**src/rtl/fica_pkg.sv**
```systemverilog
// Shared types and constants for the FastICA weight datapath.
package fica_pkg;

  localparam int W       = 26;
  localparam int FRAC    = 13;
  localparam int N       = 4;
  localparam int NELEM   = N * N;
  localparam int SUM_IDX = 16;

  typedef logic signed [W-1:0] fix_t;

  typedef enum logic [1:0] {
    IDLE,
    SEND,
    SUM
  } state_t;

endpackage

```
**src/rtl/w_sum16.sv**
```systemverilog
// Registered wrap-around adder tree over sixteen signed words.
// The sum is updated only when en is high; carries out of the top bit are
// dropped so the result is the modulo-2^W two's-complement sum.
module w_sum16 #(
  parameter int W = 26
) (
  input  logic                clk_s,
  input  logic                rst_s,
  input  logic                en,
  input  logic signed [W-1:0] din [16],
  output logic signed [W-1:0] sum
);

  logic signed [W-1:0] lvl1 [8];
  logic signed [W-1:0] lvl2 [4];
  logic signed [W-1:0] lvl3 [2];

  // Balanced pairwise reduction; each partial sum truncates to W bits.
  always_comb begin
    for (int i = 0; i < 8; i++) lvl1[i] = din[2*i] + din[2*i+1];
    for (int i = 0; i < 4; i++) lvl2[i] = lvl1[2*i] + lvl1[2*i+1];
    for (int i = 0; i < 2; i++) lvl3[i] = lvl2[2*i] + lvl2[2*i+1];
  end

  // Hold the checksum of the most recent snapshot.
  always_ff @(posedge clk_s) begin
    if (rst_s) begin
      sum <= '0;
    end else if (en) begin
      sum <= lvl3[0] + lvl3[1];
    end
  end

endmodule

```
**src/rtl/w_matrix_serializer.sv**
```systemverilog
// Snapshots the 4x4 weight matrix on load_s and streams it row-major over a
// valid/ready handshake, optionally followed by a wrap-around checksum beat.
// All outputs are registered; the next beat is preloaded on each accept.
module w_matrix_serializer
  import fica_pkg::*;
#(
  parameter int W        = 26,
  parameter bit SEND_SUM = 1'b1
) (
  input  logic                clk_s,
  input  logic                rst_s,
  input  logic                load_s,
  input  logic signed [W-1:0] iw11,
  input  logic signed [W-1:0] iw12,
  input  logic signed [W-1:0] iw13,
  input  logic signed [W-1:0] iw14,
  input  logic signed [W-1:0] iw21,
  input  logic signed [W-1:0] iw22,
  input  logic signed [W-1:0] iw23,
  input  logic signed [W-1:0] iw24,
  input  logic signed [W-1:0] iw31,
  input  logic signed [W-1:0] iw32,
  input  logic signed [W-1:0] iw33,
  input  logic signed [W-1:0] iw34,
  input  logic signed [W-1:0] iw41,
  input  logic signed [W-1:0] iw42,
  input  logic signed [W-1:0] iw43,
  input  logic signed [W-1:0] iw44,
  output logic                busy,
  output logic                load_drop,
  output logic signed [W-1:0] o_data,
  output logic [4:0]          o_idx,
  output logic                o_valid,
  input  logic                o_ready,
  output logic                o_last,
  output logic                o_is_sum
);

  state_t              state;
  logic [3:0]          idx;
  logic [3:0]          idx_next;
  logic signed [W-1:0] in_words [16];
  logic signed [W-1:0] shadow   [16];
  logic signed [W-1:0] sum;
  logic                capture;

  assign in_words[0]  = iw11;
  assign in_words[1]  = iw12;
  assign in_words[2]  = iw13;
  assign in_words[3]  = iw14;
  assign in_words[4]  = iw21;
  assign in_words[5]  = iw22;
  assign in_words[6]  = iw23;
  assign in_words[7]  = iw24;
  assign in_words[8]  = iw31;
  assign in_words[9]  = iw32;
  assign in_words[10] = iw33;
  assign in_words[11] = iw34;
  assign in_words[12] = iw41;
  assign in_words[13] = iw42;
  assign in_words[14] = iw43;
  assign in_words[15] = iw44;

  assign capture  = (state == IDLE) && load_s;
  assign idx_next = idx + 4'd1;

  w_sum16 #(
    .W(W)
  ) u_sum (
    .clk_s(clk_s),
    .rst_s(rst_s),
    .en   (capture),
    .din  (in_words),
    .sum  (sum)
  );

  // Frame FSM: capture, per-beat advance on accept, optional checksum tail.
  always_ff @(posedge clk_s) begin
    if (rst_s) begin
      state     <= IDLE;
      idx       <= '0;
      busy      <= 1'b0;
      load_drop <= 1'b0;
      o_valid   <= 1'b0;
      o_data    <= '0;
      o_idx     <= '0;
      o_last    <= 1'b0;
      o_is_sum  <= 1'b0;
      for (int i = 0; i < 16; i++) shadow[i] <= '0;
    end else begin
      load_drop <= load_s && busy;
      case (state)
        IDLE: begin
          if (load_s) begin
            for (int i = 0; i < 16; i++) shadow[i] <= in_words[i];
            state    <= SEND;
            idx      <= '0;
            busy     <= 1'b1;
            o_valid  <= 1'b1;
            o_data   <= in_words[0];
            o_idx    <= '0;
            o_last   <= 1'b0;
            o_is_sum <= 1'b0;
          end
        end
        SEND: begin
          if (o_ready) begin
            if (idx == 4'd15) begin
              idx <= '0;
              if (SEND_SUM) begin
                state    <= SUM;
                o_data   <= sum;
                o_idx    <= 5'(SUM_IDX);
                o_last   <= 1'b1;
                o_is_sum <= 1'b1;
              end else begin
                state    <= IDLE;
                busy     <= 1'b0;
                o_valid  <= 1'b0;
                o_data   <= '0;
                o_idx    <= '0;
                o_last   <= 1'b0;
                o_is_sum <= 1'b0;
              end
            end else begin
              idx    <= idx_next;
              o_data <= shadow[idx_next];
              o_idx  <= {1'b0, idx_next};
              o_last <= !SEND_SUM && (idx_next == 4'd15);
            end
          end
        end
        SUM: begin
          if (o_ready) begin
            state    <= IDLE;
            busy     <= 1'b0;
            o_valid  <= 1'b0;
            o_data   <= '0;
            o_idx    <= '0;
            o_last   <= 1'b0;
            o_is_sum <= 1'b0;
          end
        end
        default: state <= IDLE;
      endcase
    end
  end

endmodule

```
**config.mk**
```make
export PLATFORM = sky130hd
export DESIGN_NAME = w_matrix_serializer
export DESIGN_NICKNAME = d
export VERILOG_FILES = /design/src/rtl/fica_pkg.sv /design/src/rtl/w_sum16.sv /design/src/rtl/w_matrix_serializer.sv
export SDC_FILE = /design/constraint.sdc
export NUM_CORES = 1
export LEC_CHECK = 0
export ABC_AREA = 1
export ABC_CLOCK_PERIOD_IN_PS = 13100
export BUFFER_PORTS_ARGS = -buffer_cell sky130_fd_sc_hd__clkbuf_2
export CELL_PAD_IN_SITES_DETAIL_PLACEMENT = 0
export CELL_PAD_IN_SITES_GLOBAL_PLACEMENT = 1
export CORE_ASPECT_RATIO = 1.75
export CORE_MARGIN = 3
export CORE_UTILIZATION = 42
export CTS_CLUSTER_SIZE = 24
export DETAILED_ROUTE_END_ITERATION = 6
export PLACE_DENSITY_LB_ADDON = 0.1
export SYNTH_ARGS = -nofsm -noshare
export SYNTH_HDL_FRONTEND = slang
export SYNTH_HIERARCHICAL = 1
export SYNTH_SLANG_ARGS = --single-unit
```
**constraint.sdc**
```tcl
create_clock -name clk_s -period 13.1 [get_ports clk_s]
set_input_delay 1.965 -clock clk_s [delete_from_list [all_inputs] [get_ports clk_s]]
set_output_delay 1.965 -clock clk_s [all_outputs]
set_load 0.05 [all_outputs]
```
==> results of run 1 <==
synth_stat cells, types with 2 or more instances:
cell / number / area [sq um]
inv_1: 1007 / 3780
nand2_1: 754 / 2830
nor2_1: 503 / 1890
edfxtp_1: 416 / 12500
fa_1: 339 / 6790
nand3_1: 334 / 1670
a21oi_1: 94 / 470
dfxtp_1: 66 / 1320
buf_2: 57 / 285
clkbuf_1: 53 / 199
o21ai_0: 40 / 200
ha_1: 37 / 463
buf_4: 34 / 255
a21oi_2: 24 / 210
o211ai_1: 12 / 90.1
xor2_1: 11 / 96.3
buf_6: 10 / 113
inv_2: 8 / 30.0
nor3_1: 8 / 40.0
xnor2_1: 8 / 70.1
o21ai_1: 7 / 35.0
nand4_1: 6 / 37.5
nand3_2: 4 / 40.0
o21bai_1: 4 / 30.0
a211oi_1: 3 / 22.5
nand2_2: 3 / 18.8
nand3b_1: 3 / 22.5
or2_1: 3 / 18.8
a31o_1: 2 / 17.5
nor2_8: 2 / 40.0
nor3_2: 2 / 20.0
o221ai_1: 2 / 17.5
xor2_2: 2 / 32.5
logic make-up (layout without fill, tap and decap cells):
kind of cell	after synthesis	count (layout)	share of synthesized area, %
compound gates	192	192	3.34
xor+xnor	21	21	0.589
fa+ha+maj	376	376	21.5
buf+inv	1173	1591	13.9
flops	482	482	40.9
other cells	0	8	0
simple gates	1627	1627	19.8
layout make-up:
class                           instances  area [sq um]  area share (%)
Antenna cell                            8          20.0          0.0521
Clock buffer                           66          1390            3.61
Clock inverter                         28           284           0.740
Inverter                             1017          3830            9.99
Multi-Input combinational cell       2216         15300            39.8
Sequential cell                       482         13800            36.0
Tap cell                             1035          1290            3.37
Timing Repair Buffer                  480          2480            6.47
layer usage:
metal | track usage, % | wire [um] | up-vias
met1 | 38.0 | 49300 | 12800
met4 | 6.65 | 2670 | 12
met3 | 4.50 | 7850 | 135
met2 | 43.7 | 53300 | 857
li1 | - | - | 12300
met5 | 0 | 78 | -
registers in the layout, summed over array words and instances (netlist names):
name and flops:
shadow 416, state 2, load_drop 1, o_data 26
o_idx 5, u_sum/sum 26, o_valid 1, idx 4
o_is_sum 1
placed cells by master, fill, tap and decap left out, types with 2 or more instances in the layout:
cell | netlist | final
o221ai_1 | 2 | 2
nand2_4 | 1 | 2
nor3_2 | 2 | 2
o21ai_0 | 40 | 40
nor2_8 | 2 | 2
o21bai_1 | 4 | 4
clkbuf_2 | 0 | 454
a21oi_1 | 94 | 94
dfxtp_1 | 66 | 65
a31o_1 | 2 | 2
clkbuf_16 | 0 | 53
inv_6 | 0 | 5
a21oi_2 | 24 | 24
clkinv_1 | 1 | 9
edfxtp_1 | 416 | 416
nor3_1 | 8 | 8
ha_1 | 37 | 36
bufinv_16 | 0 | 5
nor2_1 | 503 | 503
o211ai_1 | 12 | 12
nand3_2 | 4 | 5
clkbuf_1 | 53 | 12
inv_1 | 1007 | 1007
clkinv_2 | 0 | 9
a211oi_1 | 3 | 3
diode_2 | 0 | 8
inv_2 | 8 | 6
o21ai_1 | 7 | 7
xor2_1 | 11 | 11
nand2_2 | 3 | 3
xnor2_1 | 8 | 8
nand2_1 | 754 | 753
buf_4 | 34 | 24
nand4_1 | 6 | 6
or2_1 | 3 | 3
nand3b_1 | 3 | 3
fa_1 | 339 | 339
nand3_1 | 334 | 333
xor2_2 | 2 | 2
through the flow:
step                      instance area [sq um]  hold WS (ns)  utilization, %  instances
after floorplan                           33800         0.449               -       3871
after global placement                    36700         0.461            46.4       5230
after detailed placement                  36700         0.462            46.4       5230
after CTS                                 38400         0.472            48.5       5324
after global routing                      38400         0.490            48.5       5330
final                                     38400         0.475            48.5       5332
worst min-delay path by stage:
stage / end / slack, ns / start
floorplan: u_sum/sum[11]$_SDFFE_PP0P_ / 0.45 / u_sum/sum[11]$_SDFFE_PP0P_
global placement: o_data[0]$_SDFFE_PP0P_ / 0.46 / o_data[0]$_SDFFE_PP0P_
detailed placement: o_data[9]$_SDFFE_PP0P_ / 0.46 / o_data[9]$_SDFFE_PP0P_
CTS: o_data[9]$_SDFFE_PP0P_ / 0.47 / o_data[9]$_SDFFE_PP0P_
global route: o_data[5]$_SDFFE_PP0P_ / 0.49 / o_data[5]$_SDFFE_PP0P_
finish: o_data[9]$_SDFFE_PP0P_ / 0.48 / o_data[9]$_SDFFE_PP0P_
worst min-delay path, cell delays in order (launching register included):
cell	delay (ns)
dfxtp_1	0.31
nand2_1	0.06
a21oi_1	0.06
==> flow_metrics.env, run 1 <==
export IMPL_outcome="finished, final reports clean"
export IMPL_path_delay_family="adder cells"
export IMPL_cp_endpoint="u_sum/sum[12]$_SDFFE_PP0P_"
export IMPL_synth_nets=4667
export IMPL_ys_types=46
export IMPL_rsz0062_at_grt="false"
export IMPL_yosysWarnings=6
export IMPL_tns_ns=0
export IMPL_fill_cells=7848
export IMPL_syn_inst=3871
export IMPL_clkSinkCount=482
export IMPL_cts_resized=0
export IMPL_gp_congestion=0.904
export IMPL_fp_dieW_um=220
export IMPL_postCtsSetupBuffers=0
export IMPL_grt_pass1_vias=26500
export IMPL_rr_endpoint="o_data[9]$_SDFFE_PP0P_"
export IMPL_num_rows=136
export IMPL_synthFlopType="edfxtp_1"
export IMPL_async_reset_ff_share_pct=0
export IMPL_syn_area_sq_um=33800
export IMPL_worst_slack_ns=6.29
export IMPL_cts_tree="yes"
export IMPL_grt_overflow=0
export IMPL_r2r_slack_ns=9.17
export IMPL_worst_path_max_fanout=5
export IMPL_fin_worst_skew_ns=0.0213
export IMPL_synth_edf_count=416
export IMPL_max_clock_freq_mhz=147
export IMPL_path_buf_inv=9
export IMPL_cp_required_ns=13.66
export IMPL_post_route_min_period_ns=6.81
export IMPL_start_kind="input pin"
export IMPL_die_y_um=381
export IMPL_via_per_inst=4.90
export IMPL_max_stage_delay_ns=0.60
export IMPL_worst_ep_arrival_time_ns=7.38
export IMPL_setup_viol=0
export IMPL_dp_hpwl_mm=83.6
export IMPL_cts_buffers=51
export IMPL_ctsLongestPathBuffers=3
export IMPL_worst_pin_slew_ns=1.10
export IMPL_slowest_stage="fa_1"
export IMPL_path_class="in -> reg"
export IMPL_htree_levels=2
export IMPL_drcViolationCount=0
export IMPL_endpoint_kind="register"
export IMPL_core_region_area_sq_um=79100
export IMPL_routed_wl_mm=113
export IMPL_drive_gt1_share_pct=14.2
export IMPL_clockRootBuffer="clkbuf_16"
export IMPL_hold_depth=2
export IMPL_area_growth_pct=13.7
export IMPL_rr_worst_depth=12
export IMPL_worstSkewPairLatency_ns=0.63
export IMPL_yosysSeqAreaShare_pct=40.9
export IMPL_fin_nets=5044
export IMPL_cp_depth=24
export IMPL_grt_start_max_net_pins=155
export IMPL_slew_viol_final=0
export IMPL_synth_avg_cell_area_sq_um=8.72
export IMPL_io_pins=456
export IMPL_drtPass1Iterations=7
export IMPL_finalCritPeriodShare_pct=52.0
export IMPL_antenna_found_initial=14
export IMPL_cts_clk_slew_worst_paths_ns=0.06
export IMPL_grt_usage_pct=27.0
export IMPL_hold_class="reg -> reg"
export IMPL_crit_path_cell_trace="clkbuf_2, fa_1, inv_1, fa_1, inv_1, fa_1, inv_1, fa_1, fa_1, fa_1, inv_1, ha_1, inv_1, fa_1, inv_1, nand3_2, nand2_2, inv_1, o21bai_1, a21oi_1, or2_1, nand3_1, o211ai_1, inv_1"
export IMPL_pre_cts_slack_ns=5.65
export IMPL_crit_top_cell="inv_1"
export IMPL_worstSetupStartpoint="iw14[2]"
export IMPL_postCtsHoldBufs=0
export IMPL_ys_ff_latch=482
export IMPL_rr_startpoint="idx[0]$_SDFFE_PP0P_"
export IMPL_dr_first_iter_drc_count=1898
export IMPL_cap_viol_max_count=0
export IMPL_grt_pass1_wl_mm=166
export IMPL_start_util_pct=42.7
export IMPL_wire_per_inst_um=21.2
export IMPL_die_area_sq_um=84000
export IMPL_max_slew_margin_pct=26.4
export IMPL_finalHoldViolations=0
export IMPL_io_buffers=455
export IMPL_vias=26100
export IMPL_drtAntennaViolNets=0
Power of run 1 is left out: the tool's default activity adds up to more than one toggle a clock period on the data nets, which glitch-free logic cannot reach.
==> run 2: changes to the inputs <==
- ABC_CLOCK_PERIOD_IN_PS: 13100 -> 6500
- clock period: 13.1 -> 6.5 ns (I/O delays scaled with it)
==> flow_metrics.env, run 2 (synthesized netlist as in run 1, its figures left out) <==
export IMPL_drcViolationCount=0
export IMPL_routed_wl_mm=112
export IMPL_worstSkewPairLatency_ns=0.64
export IMPL_finalHoldViolations=0
export IMPL_rr_startpoint="idx[0]$_SDFFE_PP0P_"
export IMPL_path_delay_family="adder cells"
export IMPL_cts_buffers=50
export IMPL_wire_per_inst_um=21.0
export IMPL_max_clock_freq_mhz=175
export IMPL_htree_levels=2
export IMPL_drtAntennaViolNets=0
export IMPL_io_buffers=455
export IMPL_postCtsSetupBuffers=0
export IMPL_dp_hpwl_mm=83.1
export IMPL_worst_ep_arrival_time_ns=6.30
export IMPL_drive_gt1_share_pct=14.3
export IMPL_largest_reg_flops=416
export IMPL_io_pins=456
export IMPL_area_growth_pct=14.1
export IMPL_reg_largest_list="shadow: 416 flops, o_data: 26 flops, u_sum/sum: 26 flops"
export IMPL_r2r_slack_ns=2.75
export IMPL_rr_worst_depth=12
export IMPL_via_per_inst=4.86
export IMPL_layout_common_cells="1,007 x inv_1, 753 x nand2_1, 503 x nor2_1"
export IMPL_setup_viol=0
export IMPL_crit_path_cell_trace="clkbuf_2, fa_1, inv_1, fa_1, inv_1, fa_1, inv_1, fa_1, fa_1, fa_1, inv_1, ha_1, inv_1, fa_1, inv_1, nand3_2, nand2_2, a21boi_2, or3b_1, a21oi_1, nor2_1, a21o_1, inv_1"
export IMPL_cts_clk_slew_worst_paths_ns=0.07
export IMPL_max_slew_margin_pct=20.9
export IMPL_fin_nets=5048
export IMPL_tns_ns=0
export IMPL_regMostFlops="shadow"
export IMPL_antenna_found_initial=17
export IMPL_die_y_um=381
export IMPL_hold_class="reg -> reg"
export IMPL_rsz0062_at_grt="false"
export IMPL_cp_required_ns=7.07
export IMPL_die_area_sq_um=84000
export IMPL_clkSinkCount=482
export IMPL_worst_path_max_fanout=4
export IMPL_endpoint_kind="register"
export IMPL_fin_worst_skew_ns=0.0309
export IMPL_num_rows=136
export IMPL_start_util_pct=42.7
export IMPL_worstSetupStartpoint="iw14[2]"
export IMPL_cp_depth=23
export IMPL_grt_pass1_vias=26100
export IMPL_post_route_min_period_ns=5.73
export IMPL_path_class="in -> reg"
export IMPL_worst_pin_slew_ns=1.19
export IMPL_start_kind="input pin"
export IMPL_cts_tree="yes"
export IMPL_ctsLongestPathBuffers=3
export IMPL_layout_commonest_cell="inv_1"
export IMPL_clockRootBuffer="clkbuf_16"
export IMPL_max_stage_delay_ns=0.62
export IMPL_finalCritPeriodShare_pct=88.1
export IMPL_gp_congestion=0.936
export IMPL_dr_first_iter_drc_count=1983
export IMPL_rr_endpoint="o_data[9]$_SDFFE_PP0P_"
export IMPL_grt_overflow=0
export IMPL_core_region_area_sq_um=79100
export IMPL_path_buf_inv=8
export IMPL_vias=25900
export IMPL_cts_resized=0
export IMPL_fp_dieW_um=220
export IMPL_cp_endpoint="u_sum/sum[16]$_SDFFE_PP0P_"
export IMPL_postCtsHoldBufs=0
export IMPL_outcome="finished, final reports clean"
export IMPL_grt_start_max_net_pins=140
export IMPL_drtPass1Iterations=5
export IMPL_cap_viol_max_count=0
export IMPL_slew_viol_final=0
export IMPL_grt_pass1_wl_mm=164
export IMPL_slowest_stage="fa_1"
export IMPL_grt_usage_pct=26.7
run 2: cell types whose count changed in the layout (fill, tap and decap cells not counted), moves of 2 or more:
cell / before / now
buf_4: 24 / 28
diode_2: 8 / 14
inv_6: 5 / 1
clkbuf_1: 12 / 9
clkbuf_16: 53 / 51
clkinv_2: 9 / 6
bufinv_16: 5 / 8
clkinvlp_4: 1 / 5
run 2: per-layer routing:
| metal | global-route usage (%) | wire [um] |
|---|---|---|
| met5 | 0 | 76 |
| met4 | 6.02 | 2180 |
| met3 | 3.96 | 7420 |
| met2 | 43.1 | 52800 |
| met1 | 38.2 | 49700 |
run 2: worst min-delay path, stage by stage, from the launching register on:
cell	delay [ns]
dfxtp_1	0.31
nand2_1	0.06
a21oi_1	0.05
run 2: worst min path at each step:
stage,startpoint,end,slack [ns],cells after the start
2_1_floorplan,u_sum/sum[11]$_SDFFE_PP0P_,u_sum/sum[11]$_SDFFE_PP0P_,0.45,2
3_3_place_gp,o_data[9]$_SDFFE_PP0P_,o_data[9]$_SDFFE_PP0P_,0.46,2
3_5_place_dp,o_data[9]$_SDFFE_PP0P_,o_data[9]$_SDFFE_PP0P_,0.46,2
4_1_cts,o_data[9]$_SDFFE_PP0P_,o_data[9]$_SDFFE_PP0P_,0.47,2
5_1_grt,o_data[24]$_SDFFE_PP0P_,o_data[24]$_SDFFE_PP0P_,0.49,2
6_report,o_data[9]$_SDFFE_PP0P_,o_data[9]$_SDFFE_PP0P_,0.48,2
run 2: layout make-up:
cell class | instances | area, sq um
clock buffer | 62 | 1340
tap | 1035 | 1290
antenna | 14 | 35.0
fill | 7888 | 40600
clock inverter | 29 | 370
inverter | 1017 | 3830
sequential | 482 | 13800
multi-input combinational | 2216 | 15300
timing repair buffer | 485 | 2530
run 2: metrics by stage:
step	setup slack (ns)	cells	hold slack [ns]	cell area [sq um]	util [%]
3_3_place_gp	0.144	5235	0.460	36800	46.5
4_1_cts	0.815	5326	0.472	38500	48.6
2_1_floorplan	0.650	3871	0.449	33800	-
6_report	0.770	5340	0.475	38500	48.7
3_5_place_dp	0.171	5235	0.463	36800	46.5
5_1_grt	0.514	5335	0.492	38500	48.7
Power of run 2 is left out for the same reason.
